$ cat src/rtl/fetch_ctrl.sv
// Instruction fetch controller: one outstanding bus request, fetch-to-decode output register.
// Optional misaligned-pc check enabled by defining FETCH_MISALIGN_CHECK_EN.
module fetch_ctrl #(
   parameter logic [31:0] NOP_INST = 32'h0000_0013
) (
   input  logic        clk,
   input  logic        reset,
   input  logic [63:0] pc,
   input  logic        flush,
   input  logic        stall,
   output logic        ibus_valid,
   output logic [63:0] ibus_addr,
   input  logic        ibus_data_ok,
   input  logic [31:0] ibus_data,
   output logic        handshake_stall,
   output logic        inst_valid,
   output logic [31:0] inst,
   output logic [63:0] inst_pc,
   output logic        inst_misalign
);

   typedef enum logic [1:0] {IDLE, REQ, DISCARD, HOLD} state_t;

   state_t      state, state_nxt;
   logic [63:0] addr_q;
   logic        mis;
   logic        load, clear;
   logic [31:0] load_data;
   logic        load_mis;

`ifdef FETCH_MISALIGN_CHECK_EN
   assign mis = (state == REQ) && (pc[1:0] != 2'b00);
`else
   assign mis = 1'b0;
`endif

   always_comb begin
      state_nxt       = state;
      ibus_valid      = 1'b0;
      ibus_addr       = pc;
      handshake_stall = 1'b0;
      load            = 1'b0;
      load_data       = ibus_data;
      load_mis        = 1'b0;
      clear           = 1'b0;
      case (state)
         IDLE: begin
            state_nxt = REQ;
            clear     = flush;
         end
         REQ: begin
            if (mis) begin
               // misaligned pc never reaches the bus; a NOP is injected instead
               if (flush) clear = 1'b1;
               else begin
                  load      = 1'b1;
                  load_data = NOP_INST;
                  load_mis  = 1'b1;
                  if (stall) state_nxt = HOLD;
               end
            end else begin
               ibus_valid      = 1'b1;
               handshake_stall = !ibus_data_ok;
               if (flush) begin
                  clear = 1'b1;
                  if (!ibus_data_ok) state_nxt = DISCARD;
               end else if (ibus_data_ok) begin
                  load = 1'b1;
                  if (stall) state_nxt = HOLD;
               end else if (!stall) begin
                  clear = 1'b1;
               end
            end
         end
         DISCARD: begin
            // finish the abandoned request on its original address, drop the data
            ibus_valid      = 1'b1;
            ibus_addr       = addr_q;
            handshake_stall = !ibus_data_ok;
            clear           = 1'b1;
            if (ibus_data_ok) state_nxt = REQ;
         end
         HOLD: begin
            if (flush || !stall) begin
               clear     = 1'b1;
               state_nxt = REQ;
            end
         end
         default: state_nxt = IDLE;
      endcase
   end

   always_ff @(posedge clk) begin
      if (reset) begin
         state         <= IDLE;
         addr_q        <= '0;
         inst_valid    <= 1'b0;
         inst          <= '0;
         inst_pc       <= '0;
         inst_misalign <= 1'b0;
      end else begin
         state <= state_nxt;
         if (state == REQ) addr_q <= pc;
         if (load) begin
            inst_valid    <= 1'b1;
            inst          <= load_data;
            inst_pc       <= pc;
            inst_misalign <= load_mis;
         end else if (clear) begin
            inst_valid <= 1'b0;
         end
      end
   end

endmodule

$ cat config.mk
export PLATFORM = sky130hd
export DESIGN_NAME = fetch_ctrl
export DESIGN_NICKNAME = d
export VERILOG_FILES = /design/src/rtl/fetch_ctrl.sv
export SDC_FILE = /design/constraint.sdc
export NUM_CORES = 1
export LEC_CHECK = 0
export ABC_AREA = 0
export CORE_MARGIN = 2
export CORE_UTILIZATION = 45
export CTS_BUF_LIST = sky130_fd_sc_hd__clkbuf_8
export DETAILED_ROUTE_END_ITERATION = 12
export PLACE_DENSITY = 0.83
export SKIP_LAST_GASP = 1
export SYNTH_ARGS = -nofsm -noshare
export SYNTH_HDL_FRONTEND = slang
export SYNTH_SLANG_ARGS = --single-unit
$ cat constraint.sdc
create_clock -name clk -period 3.9 [get_ports clk]
set_input_delay 0.975 -clock clk [delete_from_list [all_inputs] [get_ports clk]]
set_output_delay 0.975 -clock clk [all_outputs]
set_load 0.02 [all_outputs]
# == After elaboration in Yosys (flattened, before gate mapping) ==
# Cells that the tools add are included.
# totals
input_bits,101
output_inout_bits,164
word_cells,40
ff_bits,163
# classes
n_reduce_logical,7
n_mux,20
eq_ne,8
# ops
op,count
2-to-1 mux 64 bit,1
2-to-1 mux 2 bit,6
2-to-1 mux 1 bit,11
"inequality test 3 bit, second input constant",3
case mux 2 bit (4 select lines),1
AND reduction 5 bit,1
"== test 2 bit, second input constant",2
"inequality test 2 bit, second input constant",2
case mux 1 bit (4 select lines),1
"== test 2 x 1 -> 1 bit, second input constant",1
zero test 1 bit,2
zero test 2 bit,1
nonzero test 2 bit,1
OR reduction 2 bit,1
logical OR 1 bit,1

# == Logic depth before layout (Yosys ltp) ==
# Gate-level depths: netlist of the first run.
# logic_depth
depth_word,6
depth_mapped,10
depth_no_buf,6

# == Worst setup path before layout of the first run ==
# No wires, ideal clock.
# synth_timing
kind,register to output
from,register state[0]
to,output ibus_addr[10]
path_slack_ns,1.556
path_stages_with_launch,6
t_required_ns,2.925
t_arrival_ns,1.369
cell_sequence,dfxtp_1 -> inv_1 -> ha_1 -> buf_2 -> buf_2 -> mux2_2
# synth_between
elab_chain_len,2
# synth_rtl
item,line_no,rtl
start: declaration,24,"state_t state, state_nxt;"
start signal: assignment,102,state <= state_nxt;
== test 2 bit,46,case (state)
2-to-1 mux 64 bit,46,
end: declaration,12,"output logic [63:0] ibus_addr,"
# No other way between the ends.

# == Final worst setup path of the first run ==
# layout_timing
from,register state[0]
to,output ibus_addr[38]
# Same word-level chain as after synthesis.

==> results.md, run 1 <==
- Cell count of the worst reg-to-reg path: 7
- Worst setup path category: reg2out
- Part of the total power dissipated in the clock network: 0.325
- WHS Path Cells: 2
- Buffers from clock root to sink, at most: 2
- Die Outline Area: 15550 µm²
- Fraction of final layout cells sized beyond drive strength 1: 0.1117
- Drt pass-1 iters: 4
- Mapped Cells: around 730
- Post-CTS Setup Repair Bufs: 0
- Max-slew violations: 0
- Critical path launch point: state[0]
- Hold-fix buffers at CTS: 0
- Critical path peak fanout: 47
- Buffer cell driving the clock tree root: sky130_fd_sc_hd__clkbuf_8
- Cell Area, Placed: 9246 µm²
- Final hold slack: between 0.4 and 0.5 ns
- Pwr/cell area: 442.7 nW/µm²
- Clock latency at the later pin of the worst-skew pair: between 0.4 and 0.5 ns
- Starting utilization of the core area: 0.4563
- Final worst path period need: around 3.4 ns
- Number of fill cells: between 1000 and 1500
- NumNets Final: 1068
- Clock net sink count: 163
- End-of-flow core utilization: 0.6752
- Nature of the critical path endpoint: output port
- Routed via count: between 5000 and 6000
- Origin of the worst min-delay path: inst_pc[63]
- Detail Route Antenna Nets: 0
- Total leakage power: approximately 3.5 nW
- Peak VDD IR: 0.2843 mV
- Post-CTS resize count: 0
- Path category of the worst min-delay check: reg2reg
- Number of warning messages in the yosys log: 0
- Wire length of the first global-routing pass: approximately 29 mm
- Most used cells in the layout excluding fill and tap cells: sky130_fd_sc_hd__clkdlybuf4s50_1 (262), sky130_fd_sc_hd__nand2_1 (195), sky130_fd_sc_hd__dfxtp_1 (163)
- Number of remaining DRC errors: 0
- TritonCTS Buffers: 17
- Total global-route track usage: 0.2284
- Detail-routed net length per standard cell: roughly 15 µm
- Post-Synthesis Cell Area: 6556 µm²
- Synthesized area divided by synthesized cell count: approximately 9.0 µm²
- Number of top-level design ports: 265
- Vias in the first global route: between 5000 and 6000
- Clock transition at the registers of the reported paths: approximately 0.080 ns
- Seq/Total Area, Yosys: 0.4977
- Net Switching: 1.209 mW
- Chip height: 124.7 µm
- Share of total power in sequential cells: 0.428
- Chip Width: around 120 µm
- Number of design-rule violations left by the first detailed-router iteration: about 380
- Vias per cell: approximately 4.9
- Layout Skew: between 0.007 and 0.008 ns
- Post-Route Setup TNS: 0 ns
- Gr ovfl total: 0
- Required time at the endpoint of the critical path: a little under 3 ns
- RSZ-0062 raised after global routing: no
- Relative slew margins: 0.3788
- Status: finished clean
- Number of violations of the max-capacitance limit: 0
- Unique cell type count in the Yosys netlist: 27
- Post-Syn Nets: approximately 830
- Part of the power in combinational logic: 0.247
- Fraction of power spent switching nets: 0.2815
- Measured slew at the worst slew-check pin: between 0.9 and 1 ns
- Timing-limited maximum frequency: slightly below 300 MHz
- Placer's final routability congestion estimate: slightly below 0.8
- Row Count: 44
- Layout Cell Area excl Fill: between 9000 and 10000 µm²
- Input/output buffers: 263
- Crit path arrival time: about 2.4 ns
- Final Setup Violations: 0
- Worst R2R End: state[0]
- Detailed-placement wirelength estimate: about 12 mm
- P&R area growth vs syn: 47.98%
- Total wire length after detailed routing: 17.85 mm
- CTS tree: done
- Count of state elements after synthesis: roughly 160
- Final worst path period share: 0.8653
- Register-to-register setup slack: roughly 1.5 ns
- Final number of hold-violating endpoints: 0
- Number of diodes added for antenna fixing: 0
- Worst Hold Endpoint: inst_pc[63]
- Internal power summed over all cells: slightly above 3 mW
- Number of antenna violations at the first check in global routing: 0
- Category of the worst setup path launch point: flop
- Most common library cell in the layout ignoring fill and taps: sky130_fd_sc_hd__clkdlybuf4s50_1
- Pin count of the biggest net entering global routing: a little under 90
- Count of H-tree levels built during CTS: 4
- Area of the core: around 14000 µm²
- Launching point of the worst reg2reg path: state[1]
==> how the worst max path moves through the flow <==
| stage | endpoint | slack (ns) | cells past startpoint |
|---|---|---|---|
| global placement | handshake_stall | 0.62 | 3 |
| CTS | ibus_addr[7] | 0.50 | 5 |
| finish | ibus_addr[38] | 0.53 | 5 |
| floorplan | ibus_addr[10] | 1.56 | 5 |
| detailed placement | ibus_addr[38] | 0.64 | 3 |
| global route | ibus_addr[55] | 0.44 | 5 |
==> metal layers <==
layer  vias up  wire length [µm]  GRT usage
li1       2871                 -          -
met1      2657              7516     0.2637
met2       170              8499     0.3825
met3        25              1429    0.08591
met4         0               405    0.09055
met5         -                 0          0
==> cell usage after synthesis, drive strengths merged <==
cell type,count,share of area
nor3,1,0.00076
nand2,195,0.11
mux2,64,0.11
and4,1,0.0013
a31o,1,0.0013
nand4,1,0.00095
buf,35,0.033
nor2b,3,0.0029
or2,1,0.00095
o211ai,1,0.0011
a21o,1,0.0011
a31oi,1,0.00095
clkbuf,20,0.011
dfxtp,163,0.50
a21oi,99,0.076
ha,4,0.0076
nand3b,1,0.0011
conb,1,0.00057
inv,2,0.0011
o21bai,1,0.0011
nor2,66,0.038
mux2i,64,0.098
nand2b,2,0.0019
==> final cells by class <==
cell class	instances	area, µm²	area share
Clock buffer	18	247.7	0.02554
Clock inverter	14	207.7	0.02141
Inverter	2	7.507	0.0007738
Multi-Input combinational cell	508	3018	0.3111
Sequential cell	163	3263	0.3363
Tap cell	184	230.2	0.02373
Timing Repair Buffer	271	2728	0.2811
==> cell families after synthesis <==
| kind of cell | count (synthesis) | share of synthesized area |
|---|---|---|
| buf+inv | 57 | 0.04542 |
| fa+ha+maj | 4 | 0.007634 |
| other cells | 1 | 0.0005720 |
| simple gates | 271 | 0.1597 |
| compound gates | 104 | 0.08130 |
| mux | 128 | 0.2076 |
| flops | 163 | 0.4977 |
==> flip-flops by register name (all words and copies together), names as in the netlist <==
register and count:
inst_valid 1, addr_q 64, inst_pc 64, inst 32, state 2
==> critical path, stage by stage (launching register included) <==
cell and delay, ns:
sky130_fd_sc_hd__dfxtp_1 0.36, sky130_fd_sc_hd__inv_1 0.11, sky130_fd_sc_hd__ha_2 0.21, sky130_fd_sc_hd__buf_12 0.26
sky130_fd_sc_hd__mux2_2 0.38, sky130_fd_sc_hd__clkdlybuf4s50_1 0.56
==> per-stage QoR <==
| step | setup WS (ns) | power (mW) | cells |
|---|---|---|---|
| after floorplan | 1.556 | 2.485 | 728 |
| after global placement | 0.6227 | 2.925 | 1128 |
| after detailed placement | 0.6382 | 2.938 | 1128 |
| after CTS | 0.5009 | 4.334 | 1160 |
| after global routing | 0.4364 | 4.480 | 1160 |
| final | 0.5252 | 4.295 | 1160 |
==> power groups by stage <==
stage	logic, mW	clock network (mW)	registers [mW]
global route	1.13	1.49	1.85
finish	1.06	1.40	1.84
global placement	1.05	0	1.87
floorplan	0.569	0	1.92
CTS	1.07	1.43	1.84
detailed placement	1.06	0	1.88
(Power assumes the default switching activity.)
==> inputs of run 2 (changes only) <==
--- a/config.mk
+++ b/config.mk
@@ -10,8 +10,7 @@
 export CORE_UTILIZATION = 45
 export CTS_BUF_LIST = sky130_fd_sc_hd__clkbuf_8
 export DETAILED_ROUTE_END_ITERATION = 12
-export PLACE_DENSITY = 0.83
-export SKIP_LAST_GASP = 1
+export PLACE_DENSITY = 0.94
 export SYNTH_ARGS = -nofsm -noshare
 export SYNTH_HDL_FRONTEND = slang
 export SYNTH_SLANG_ARGS = --single-unit
==> results.md, run 2 (synthesis results as in run 1) <==
- Status: finished clean (unchanged)
- GRT met1 Usage: 0.2689 (was 0.2637)
- Fraction of power spent switching nets: 0.2985 (was 0.2815)
- Part of the total power dissipated in the clock network: 0.272 (was 0.325)
- Number of fill cells: 1076 (was 1143)
- Routed via count: 5915 (was 5723)
- Buffers from clock root to sink, at most: 2 (unchanged)
- Final worst path period need: 3.578 ns (was 3.375 ns)
- Clock net sink count: 163 (unchanged)
- Path category of the worst min-delay check: reg2reg (unchanged)
- Placer's final routability congestion estimate: 0.7874 (was 0.7697)
- Total leakage power: 3.510 nW (was 3.537 nW)
- Vias per cell: 5.090 (was 4.934)
- Detail-routed net length per standard cell: 15.85 µm (was 15.39 µm)
- RSZ-0062 raised after global routing: no (unchanged)
- Pre-CTS WS: 0.6114 ns (was 0.6382 ns)
- Net Switching: 1.192 mW (was 1.209 mW)
- Final worst path period share: 0.9175 (was 0.8653)
- Area of the core: 14370 µm² (unchanged)
- Global Route met2 Usage: 0.3973 (was 0.3825)
- Starting utilization of the core area: 0.4563 (unchanged)
- Part of the power in combinational logic: 0.267 (was 0.247)
- Number of antenna violations at the first check in global routing: 0 (unchanged)
- Wire length of the first global-routing pass: 29.64 mm (was 28.51 mm)
- Launching point of the worst reg2reg path: state[1] (unchanged)
- Top Registers: addr_q x64, inst_pc x64, inst x32 (unchanged)
- Fraction of final layout cells sized beyond drive strength 1: 0.1074 (was 0.1117)
- Critical path launch point: state[0] (unchanged)
- NumNets Final: 1070 (was 1068)
- Vias in the first global route: 5963 (was 5650)
- Most common library cell in the layout ignoring fill and taps: sky130_fd_sc_hd__clkdlybuf4s50_1 (unchanged)
- Required time at the endpoint of the critical path: 2.92 ns (about the same)
- Origin of the worst min-delay path: inst_pc[25] (was inst_pc[63])
- Total wire length after detailed routing: 18.42 mm (was 17.85 mm)
- Final number of hold-violating endpoints: 0 (unchanged)
- Clock transition at the registers of the reported paths: 0.08 ns (about the same)
- Combined area of the multi-input logic cells: 3028 µm² (was 3018 µm²)
- FF/Latch Area: 3263 µm² (unchanged)
- Share of total power in sequential cells: 0.461 (was 0.428)
- Total global-route track usage: 0.2334 (was 0.2284)
- CTS tree: done (unchanged)
- Post-CTS resize count: 0 (unchanged)
- Peak VDD IR: 0.2507 mV (was 0.2843 mV)
- Gr ovfl total: 0 (unchanged)
- Internal power summed over all cells: 2.801 mW (was 3.086 mW)
- Number of diodes added for antenna fixing: 0 (unchanged)
- TritonCTS Buffers: 17 (unchanged)
- Chip Width: 124.7 µm (unchanged)
- Pin count of the biggest net entering global routing: 72 (was 88)
- Critical path peak fanout: 31 (was 47)
- Timing-limited maximum frequency: 279.5 MHz (was 296.3 MHz)
- Number of violations of the max-capacitance limit: 0 (unchanged)
- Count of H-tree levels built during CTS: 4 (unchanged)
- Relative slew margins: 0.4755 (was 0.3788)
- Post-Route Setup TNS: 0 ns (unchanged)
- Measured slew at the worst slew-check pin: 0.7867 ns (was 0.9318 ns)
- Met3 Resource Use GR: 0.07990 (was 0.08591)
- Pwr/cell area: 414.9 nW/µm² (was 442.7 nW/µm²)
- Die Outline Area: 15550 µm² (unchanged)
- Post-CTS Setup Repair Bufs: 0 (unchanged)
- Hold-fix buffers at CTS: 0 (unchanged)
- Number of design-rule violations left by the first detailed-router iteration: 274 (was 378)
- Most used cells in the layout excluding fill and tap cells: sky130_fd_sc_hd__clkdlybuf4s50_1 (262), sky130_fd_sc_hd__nand2_1 (195), sky130_fd_sc_hd__dfxtp_1 (163) (unchanged)
- Most congested layer reported by global routing: met2 (unchanged)
- Number of top-level design ports: 265 (unchanged)
- Category of the worst setup path launch point: flop (unchanged)
- Worst setup margin: 0.3216 ns (was 0.5252 ns)
- Clock latency at the later pin of the worst-skew pair: 0.44 ns (was 0.46 ns)
- Chip height: 124.7 µm (unchanged)
- Row Count: 44 (unchanged)
- Drt pass-1 iters: 4 (unchanged)
- Buffer cell driving the clock tree root: sky130_fd_sc_hd__clkbuf_8 (unchanged)
- Detail Route Antenna Nets: 0 (unchanged)
- Final Setup Violations: 0 (unchanged)
- Layout Cell Area excl Fill: 9625 µm² (was 9702 µm²)
- Number of remaining DRC errors: 0 (unchanged)
- Nature of the critical path endpoint: output port (unchanged)
- Worst setup path category: reg2out (unchanged)
- Cell Area, Placed: 9284 µm² (was 9246 µm²)
- Detailed-placement wirelength estimate: 12.68 mm (was 11.71 mm)
- Input/output buffers: 263 (unchanged)
- Max-slew violations: 0 (unchanged)
- Layout Skew: 0.01128 ns (was 0.007645 ns)
- P&R area growth vs syn: 46.81% (was 47.98%)
- Crit path arrival time: 2.60 ns (was 2.40 ns)
-- run 2: critical path, stage by stage, from the launching register on --
cell,delay [ns]
sky130_fd_sc_hd__dfxtp_1,0.36
sky130_fd_sc_hd__inv_1,0.14
sky130_fd_sc_hd__ha_4,0.45
sky130_fd_sc_hd__buf_12,0.27
sky130_fd_sc_hd__mux2_2,0.36
sky130_fd_sc_hd__clkdlybuf4s50_1,0.56
-- run 2: power by group through the flow --
stage / clock network [mW] / logic, mW / registers (mW)
final: 1.08 / 1.07 / 1.84
after global routing: 1.20 / 1.13 / 1.86
after CTS: 1.12 / 1.07 / 1.84
after detailed placement: 0 / 1.07 / 1.88
after global placement: 0 / 1.05 / 1.87
after floorplan: 0 / 0.569 / 1.92
-- run 2: layout make-up --
cell class	instances	area share
clock buffer	17	0.02431
sequential	163	0.3390
clock inverter	15	0.01118
timing repair buffer	273	0.2862
multi-input combinational	508	0.3146
tap	184	0.02392
inverter	2	0.0007799
-- run 2: per-stage QoR --
stage                     power, mW  hold slack [ns]  cells    util
after floorplan               2.485           0.4544    728       -
after CTS                     4.030           0.4579   1162  0.6699
after detailed placement      2.947           0.4458   1130  0.6461
final                         3.993           0.4556   1162  0.6699
after global placement        2.920           0.4404   1130  0.6461
after global routing          4.188           0.4704   1162  0.6699
-- run 2: final timing paths --
check / end / slack [ns] / cells after the start
setup / recovery: ibus_addr[57] / 0.32 / 5
hold / removal: inst_pc[25] / 0.46 / 2
setup reg to reg: inst[28] / 1.41 / 7
hold reg to reg: inst_pc[25] / 0.46 / 2
-- run 2: routing by layer --
layer  up-vias  share of wire
li1       2877              -
met1      2781           0.40
met2       211           0.50
met3        46          0.071
met4         0          0.029
met5         -              0
